[config.mk]
export PLATFORM = sky130hd
export DESIGN_NAME = sum_ignore_window_flat
export DESIGN_NICKNAME = d
export VERILOG_FILES = /design/src/rtl/sum_pkg.sv /design/src/rtl/sum_ignore_window_if.sv /design/src/rtl/sum_window_shreg.sv /design/src/rtl/sum_ignore_window.sv /design/src/flat_wrapper.sv
export SDC_FILE = /design/constraint.sdc
export NUM_CORES = 1
export LEC_CHECK = 0
export CORE_AREA = 4 4 78 80
export DETAILED_ROUTE_END_ITERATION = 12
export DIE_AREA = 0 0 82 84
export PLACE_DENSITY = 0.51
export SYNTH_ARGS = -nofsm -noshare
export SYNTH_HDL_FRONTEND = slang
export SYNTH_HIERARCHICAL = 1
export SYNTH_SLANG_ARGS = --single-unit
[constraint.sdc]
create_clock -name clk -period 2.5 [get_ports clk]
set_input_delay 0.5 -clock clk [delete_from_list [all_inputs] [get_ports clk]]
set_output_delay 0.5 -clock clk [all_outputs]
set_load 0.02 [all_outputs]
[src/rtl/sum_pkg.sv]
// Shared definitions for the windowed accumulator family: width helpers
// and the default sample/window geometry reused by later windowed blocks.
package sum_pkg;

  // Default geometry of a windowed block: sample width and window depth.
  localparam int SAMPLE_W_DEFAULT = 4;
  localparam int WINDOW_N_DEFAULT = 4;

  // Snapshot of a window's observable state, handy for monitors and
  // for blocks that forward occupancy alongside a result.
  typedef struct packed {
    logic full;
    logic acc;
  } window_flags_t;

  // Width of a sum of n samples of w bits each: n*(2^w-1) never overflows.
  function automatic int sum_width(input int w, input int n);
    return w + $clog2(n);
  endfunction

  // Width of an occupancy counter that must represent 0..n inclusive.
  function automatic int cnt_width(input int n);
    return $clog2(n + 1);
  endfunction

endpackage

[src/rtl/sum_ignore_window_if.sv]
// Sample/result bundle of the windowed accumulator. The master drives the
// strobe, clear and sample; the slave returns sum and occupancy status.
interface sum_ignore_window_if
  import sum_pkg::*;
#(
  parameter int W = SAMPLE_W_DEFAULT,
  parameter int N = WINDOW_N_DEFAULT
);

  localparam int SW = sum_width(W, N);
  localparam int CW = cnt_width(N);

  logic          en;
  logic          clr;
  logic [W-1:0]  d;
  logic [SW-1:0] q;
  logic [CW-1:0] cnt;
  logic          full;
  logic          acc;

  modport master (
    output en, clr, d,
    input  q, cnt, full, acc
  );

  modport slave (
    input  en, clr, d,
    output q, cnt, full, acc
  );

endinterface

[src/rtl/sum_window_shreg.sv]
// N-deep sample shift register. Slot 0 takes the new sample, every other
// slot takes its predecessor, and the oldest slot is exposed so the owner
// can subtract it from a running sum. Cleared slots read as zero, which
// lets a partially filled window contribute nothing on eviction.
module sum_window_shreg #(
  parameter int W = 4,
  parameter int N = 4
) (
  input  logic         clk,
  input  logic         rst,
  input  logic         clr,
  input  logic         shift,
  input  logic [W-1:0] d,
  output logic [W-1:0] oldest
);

  logic [W-1:0] slots [N];

  genvar gi;
  generate
    for (gi = 0; gi < N; gi++) begin : g_slot
      logic [W-1:0] slot_reg;
      logic [W-1:0] slot_in;

      if (gi == 0) begin : g_head
        assign slot_in = d;
      end else begin : g_body
        assign slot_in = slots[gi-1];
      end

      // One window slot: cleared by reset or clear, loaded on shift.
      always_ff @(posedge clk or posedge rst) begin
        if (rst) begin
          slot_reg <= '0;
        end else if (clr) begin
          slot_reg <= '0;
        end else if (shift) begin
          slot_reg <= slot_in;
        end
      end

      assign slots[gi] = slot_reg;
    end
  endgenerate

  assign oldest = slots[N-1];

endmodule

[src/rtl/sum_ignore_window.sv]
// Sliding-window accumulator: keeps the last N accepted samples and a
// running sum of them. A sample is accepted when strobed and different
// from IGN. The sum is updated incrementally (add new, subtract evicted),
// which stays exact because the sum always equals the slot contents.
module sum_ignore_window
  import sum_pkg::*;
#(
  parameter int           W   = SAMPLE_W_DEFAULT,
  parameter int           N   = WINDOW_N_DEFAULT,
  parameter logic [W-1:0] IGN = '0
) (
  input logic              clk,
  input logic              rst,
  sum_ignore_window_if.slave bus
);

  localparam int SW = sum_width(W, N);
  localparam int CW = cnt_width(N);
  localparam logic [CW-1:0] CNT_MAX = CW'(N);

  logic          accept;
  logic [W-1:0]  oldest;
  logic [SW-1:0] sum_reg;
  logic [SW-1:0] sum_next;
  logic [CW-1:0] cnt_reg;
  logic [CW-1:0] cnt_next;
  logic          full_reg;
  logic          acc_reg;

  // Clear wins over a strobe, so a sample arriving with clr is dropped.
  assign accept = bus.en && (bus.d != IGN) && !bus.clr;

  sum_window_shreg #(
    .W(W),
    .N(N)
  ) u_shreg (
    .clk   (clk),
    .rst   (rst),
    .clr   (bus.clr),
    .shift (accept),
    .d     (bus.d),
    .oldest(oldest)
  );

  // Next sum and occupancy for an accepted sample; SW bits suffice because
  // the true result is bounded by N*(2^W-1) and wraparound cancels out.
  always_comb begin
    sum_next = sum_reg + SW'(bus.d) - SW'(oldest);
    cnt_next = cnt_reg;
    if (cnt_reg != CNT_MAX) begin
      cnt_next = cnt_reg + CW'(1);
    end
  end

  // Result and status registers: reset > clear > accept > hold.
  always_ff @(posedge clk or posedge rst) begin
    if (rst) begin
      sum_reg  <= '0;
      cnt_reg  <= '0;
      full_reg <= 1'b0;
      acc_reg  <= 1'b0;
    end else if (bus.clr) begin
      sum_reg  <= '0;
      cnt_reg  <= '0;
      full_reg <= 1'b0;
      acc_reg  <= 1'b0;
    end else if (accept) begin
      sum_reg  <= sum_next;
      cnt_reg  <= cnt_next;
      full_reg <= (cnt_next == CNT_MAX);
      acc_reg  <= 1'b1;
    end else begin
      acc_reg  <= 1'b0;
    end
  end

  assign bus.q    = sum_reg;
  assign bus.cnt  = cnt_reg;
  assign bus.full = full_reg;
  assign bus.acc  = acc_reg;

endmodule

[src/flat_wrapper.sv]
// flat-port wrapper written by rule: the top's interface ports become plain ports
module sum_ignore_window_flat import sum_pkg::*;
#(
  parameter int           W   = SAMPLE_W_DEFAULT,
  parameter int           N   = WINDOW_N_DEFAULT,
  parameter logic [W-1:0] IGN = '0
)
  (clk, rst, bus_en, bus_clr, bus_d, bus_q, bus_cnt, bus_full, bus_acc);
  sum_ignore_window_if #(.W(W), .N(N)) bus_i ();
  input logic clk;
  input logic rst;
  input wire logic [$bits(bus_i.en)-1:0] bus_en;
  input wire logic [$bits(bus_i.clr)-1:0] bus_clr;
  input wire logic [$bits(bus_i.d)-1:0] bus_d;
  output wire logic [$bits(bus_i.q)-1:0] bus_q;
  output wire logic [$bits(bus_i.cnt)-1:0] bus_cnt;
  output wire logic [$bits(bus_i.full)-1:0] bus_full;
  output wire logic [$bits(bus_i.acc)-1:0] bus_acc;
  assign bus_i.en = bus_en;
  assign bus_i.clr = bus_clr;
  assign bus_i.d = bus_d;
  assign bus_q = bus_i.q;
  assign bus_cnt = bus_i.cnt;
  assign bus_full = bus_i.full;
  assign bus_acc = bus_i.acc;
  sum_ignore_window #(.W(W), .N(N), .IGN(IGN)) u_core (.clk(clk), .rst(rst), .bus(bus_i));
endmodule
==> impl_metrics.json <==
{
  "largest_reg_flops": 12,
  "yosys.area.top_type": "dfrtp_1",
  "grt_start_max_net_pins": 31,
  "postCtsHoldBufs": 0,
  "first_pass_iters": 4,
  "ys_top_cells_by_area": "dfrtp_1 (43%), mux2i_1 (12%), nor2_1 (6.5%), ha_1 (6.4%), inv_1 (5.5%)",
  "ant_nets": 0,
  "hold_viol_final": 0,
  "cts_tree": "built",
  "holdWs_ns": 0.535,
  "vias": 1097,
  "core_area_sq_um": 5410,
  "reg2reg_from": "u_core/bus.q[2]",
  "slowest_stage": "fa_1",
  "die_w_um": 82,
  "synth_warnings": 6,
  "cp-end-kind": "register",
  "critPathLaunchType": "input pin",
  "hpwl_mm": 2.19,
  "synth_fp_nets": 173,
  "cp.required_ns": 2.66,
  "crit_arrival_ns": 2.54,
  "dpl_cell_area_sq_um": 1830,
  "p_per_area_nw_per_um2": 592,
  "grt_antenna_before_repair": 0,
  "final_design_area_no_fill_sq_um": 1900,
  "finClkSkew_ns": 0.00657,
  "min_path_type": "reg2reg",
  "setup_viol": 0,
  "fp.dieH_um": 84,
  "fin_crit_sh": 0.952,
  "num_io_pins": 19,
  "report.final.slew_viol_count": 0,
  "max-slew-margin-rel": 0.229,
  "outcome": "completed",
  "cts.sinks": 27,
  "cp.depth": 8,
  "drive_gt1_frac": 0.0966,
  "clock_latency_ns": 0.27,
  "syn-cell-area_sq_um": 1560,
  "clk_pin_slew_worst_paths_ns": 0.10,
  "avgViaCountPerCell": 4.42,
  "io_buffer_count": 18,
  "grtUsageTotal": 0.0888,
  "gp_congestion": 0.714,
  "vdd_drop_max_mv": 0.180,
  "synth_top_cell_area_share": 0.432,
  "grt.overflow.total": 0,
  "cpMostUsedCell": "inv_1",
  "nNetsFinal": 197,
  "fillers": 568,
  "ys_types": 34,
  "drt_iter0_markers": 14,
  "p_clk_frac": 0.220,
  "min-delay-start": "u_core/bus.full",
  "p_sw_uw": 356,
  "layout_min_cycle_time_ns": 2.38,
  "cp-startpoint": "bus_d[3]",
  "cts-htree-levels": 1,
  "regArea_sq_um": 676,
  "cp_max_fo": 4,
  "hold_path_depth": 2,
  "area_growth_pct": 21.3,
  "crit_type": "in2reg",
  "clock_path_buffers": 2,
  "cp_top_family": "adder cells",
  "rsz0062_at_grt": "no",
  "pwr-share-comb": 0.338,
  "rows": 27,
  "first_global_vias": 1123,
  "avgSynthCellArea_sq_um": 10.2,
  "worst_pin_slew_ns": 1.16,
  "path_buf_inv": 3,
  "grt_pass1_wl_mm": 4.92,
  "swShare": 0.317,
  "max-cap-violations": 0,
  "yosysSeqAreaShare": 0.432,
  "power_mw": 1.12,
  "diodes": 0,
  "worstRegToRegCells": 8,
  "cell_internal_pwr_uw": 768,
  "drc_errors": 0,
  "synthCells": 153,
  "routedWlPerCell_um": 11.8,
  "p_leak_nw": 0.877,
  "cts_buffers": 3,
  "seqPwrFrac": 0.442,
  "ys_ff_latch": 27,
  "crit_chain": "clkdlybuf4s50_1 > inv_1 > fa_1 > inv_1 > ha_4 > o21a_1 > or3_1 > a32o_1",
  "fmax_ghz": 0.420,
  "start_util": 0.289,
  "dieArea_sq_um": 6890,
  "wirelength_mm": 2.93,
  "root_buffer": "clkbuf_8",
  "multi_input_area_sq_um": 764,
  "slowest_delay_ns": 0.53
}
cell usage after synthesis:
| cell | instances |
|---|---|
| buf_6 | 2 |
| o21ai_2 | 1 |
| ha_1 | 8 |
| o21a_1 | 1 |
| a311oi_1 | 1 |
| nor4_1 | 2 |
| fa_1 | 4 |
| nand2_1 | 2 |
| dfrtp_1 | 27 |
| a21o_1 | 1 |
| buf_1 | 1 |
| xnor2_1 | 2 |
| or3_1 | 1 |
| a32o_1 | 1 |
| nor3_1 | 1 |
| a22o_1 | 1 |
| buf_12 | 1 |
| o41ai_4 | 1 |
| and2_2 | 1 |
| inv_1 | 23 |
| a21oi_1 | 8 |
| o21ai_0 | 3 |
| a221o_1 | 1 |
| nor3b_1 | 3 |
| nor2_1 | 27 |
| a2111o_1 | 1 |
| mux2i_1 | 18 |
| and3_1 | 2 |
| o21bai_1 | 1 |
| or4_1 | 1 |
| buf_2 | 1 |
| clkbuf_1 | 1 |
| nand3_1 | 1 |
| nor2b_1 | 3 |
placed cells by master (no fill, tap or decap), types with 2 or more instances in the layout:
cell,instances
dfrtp_1,27
nor2_1,26
inv_1,23
mux2i_1,18
clkdlybuf4s50_1,16
a21oi_1,8
ha_1,7
buf_4,7
clkbuf_8,3
nor2b_1,3
nor3b_1,3
fa_1,3
xnor2_1,2
o21ai_0,2
nand2_1,2
and3_1,2
nor4_1,2
cell families (layout without fill, tap and decap cells):
family,Yosys count,in the layout,synth area share
simple gates,44,44,0.132
buf+inv,29,52,0.0904
flops,27,27,0.432
compound gates,21,21,0.104
mux,18,18,0.115
fa+ha+maj,12,12,0.115
xor+xnor,2,2,0.0112
tightest hold or removal path, delay by kind of cell, from the launching register on:
kind	cells	cell delay, ns
DFF	1	0.39
and+or+nand+nor	1	0.06
AOI/OAI and AO/OA	1	0.06
path summary, 6_finish.rpt:
| path | endpoint | slack, ns |
|---|---|---|
| max | u_core/bus.q[4] | 0.12 |
| max reg2reg | u_core/bus.q[4] | 0.22 |
| min reg2reg | u_core/bus.full | 0.54 |
| min in group asynchronous | u_core/bus.q[0] | 0.55 |
| max in group asynchronous | u_core/u_shreg/oldest[3] | 1.47 |
| min | u_core/bus.full | 0.54 |
power groups by stage:
stage / Clock [mW] / Sequential, mW / Combinational (mW)
finish: 0.247 / 0.497 / 0.379
global route: 0.279 / 0.503 / 0.421
CTS: 0.260 / 0.497 / 0.371
detailed placement: 0 / 0.506 / 0.370
global placement: 0 / 0.503 / 0.360
floorplan: 0 / 0.531 / 0.214
area by class of cell:
class / instances / share of cell area
Timing Repair Buffer: 25 / 0.123
Clock buffer: 3 / 0.0218
Tap cell: 72 / 0.0475
Inverter: 23 / 0.0455
Clock inverter: 1 / 0.00264
Multi-Input combinational cell: 97 / 0.403
Sequential cell: 27 / 0.356
metrics by stage:
| step | std cells | setup TNS (ns) | setup slack, ns | util |
|---|---|---|---|---|
| 6_report | 248 | 0 | 0.119 | 0.351 |
| 5_1_grt | 248 | 0 | 0.0473 | 0.351 |
| 3_3_place_gp | 244 | -1.98 | -0.366 | 0.339 |
| 3_5_place_dp | 244 | -2.79 | -0.387 | 0.339 |
| 2_1_floorplan | 153 | 0 | 0.145 | - |
| 4_1_cts | 248 | 0 | 0.00895 | 0.348 |
layer usage:
metal,global-route usage,part of all wire
met3,0.0184,0.032
met5,0,0
met2,0.143,0.47
met1,0.120,0.49
met4,0.0227,0.0048
timing repair:
action	in CTS	in global routing
pin swaps	1	2
gates resized for setup	1	4
endpoints found under the setup margin	3	3
setup buffers	0	0
Note: power is estimated with default switching activity, not from simulation.
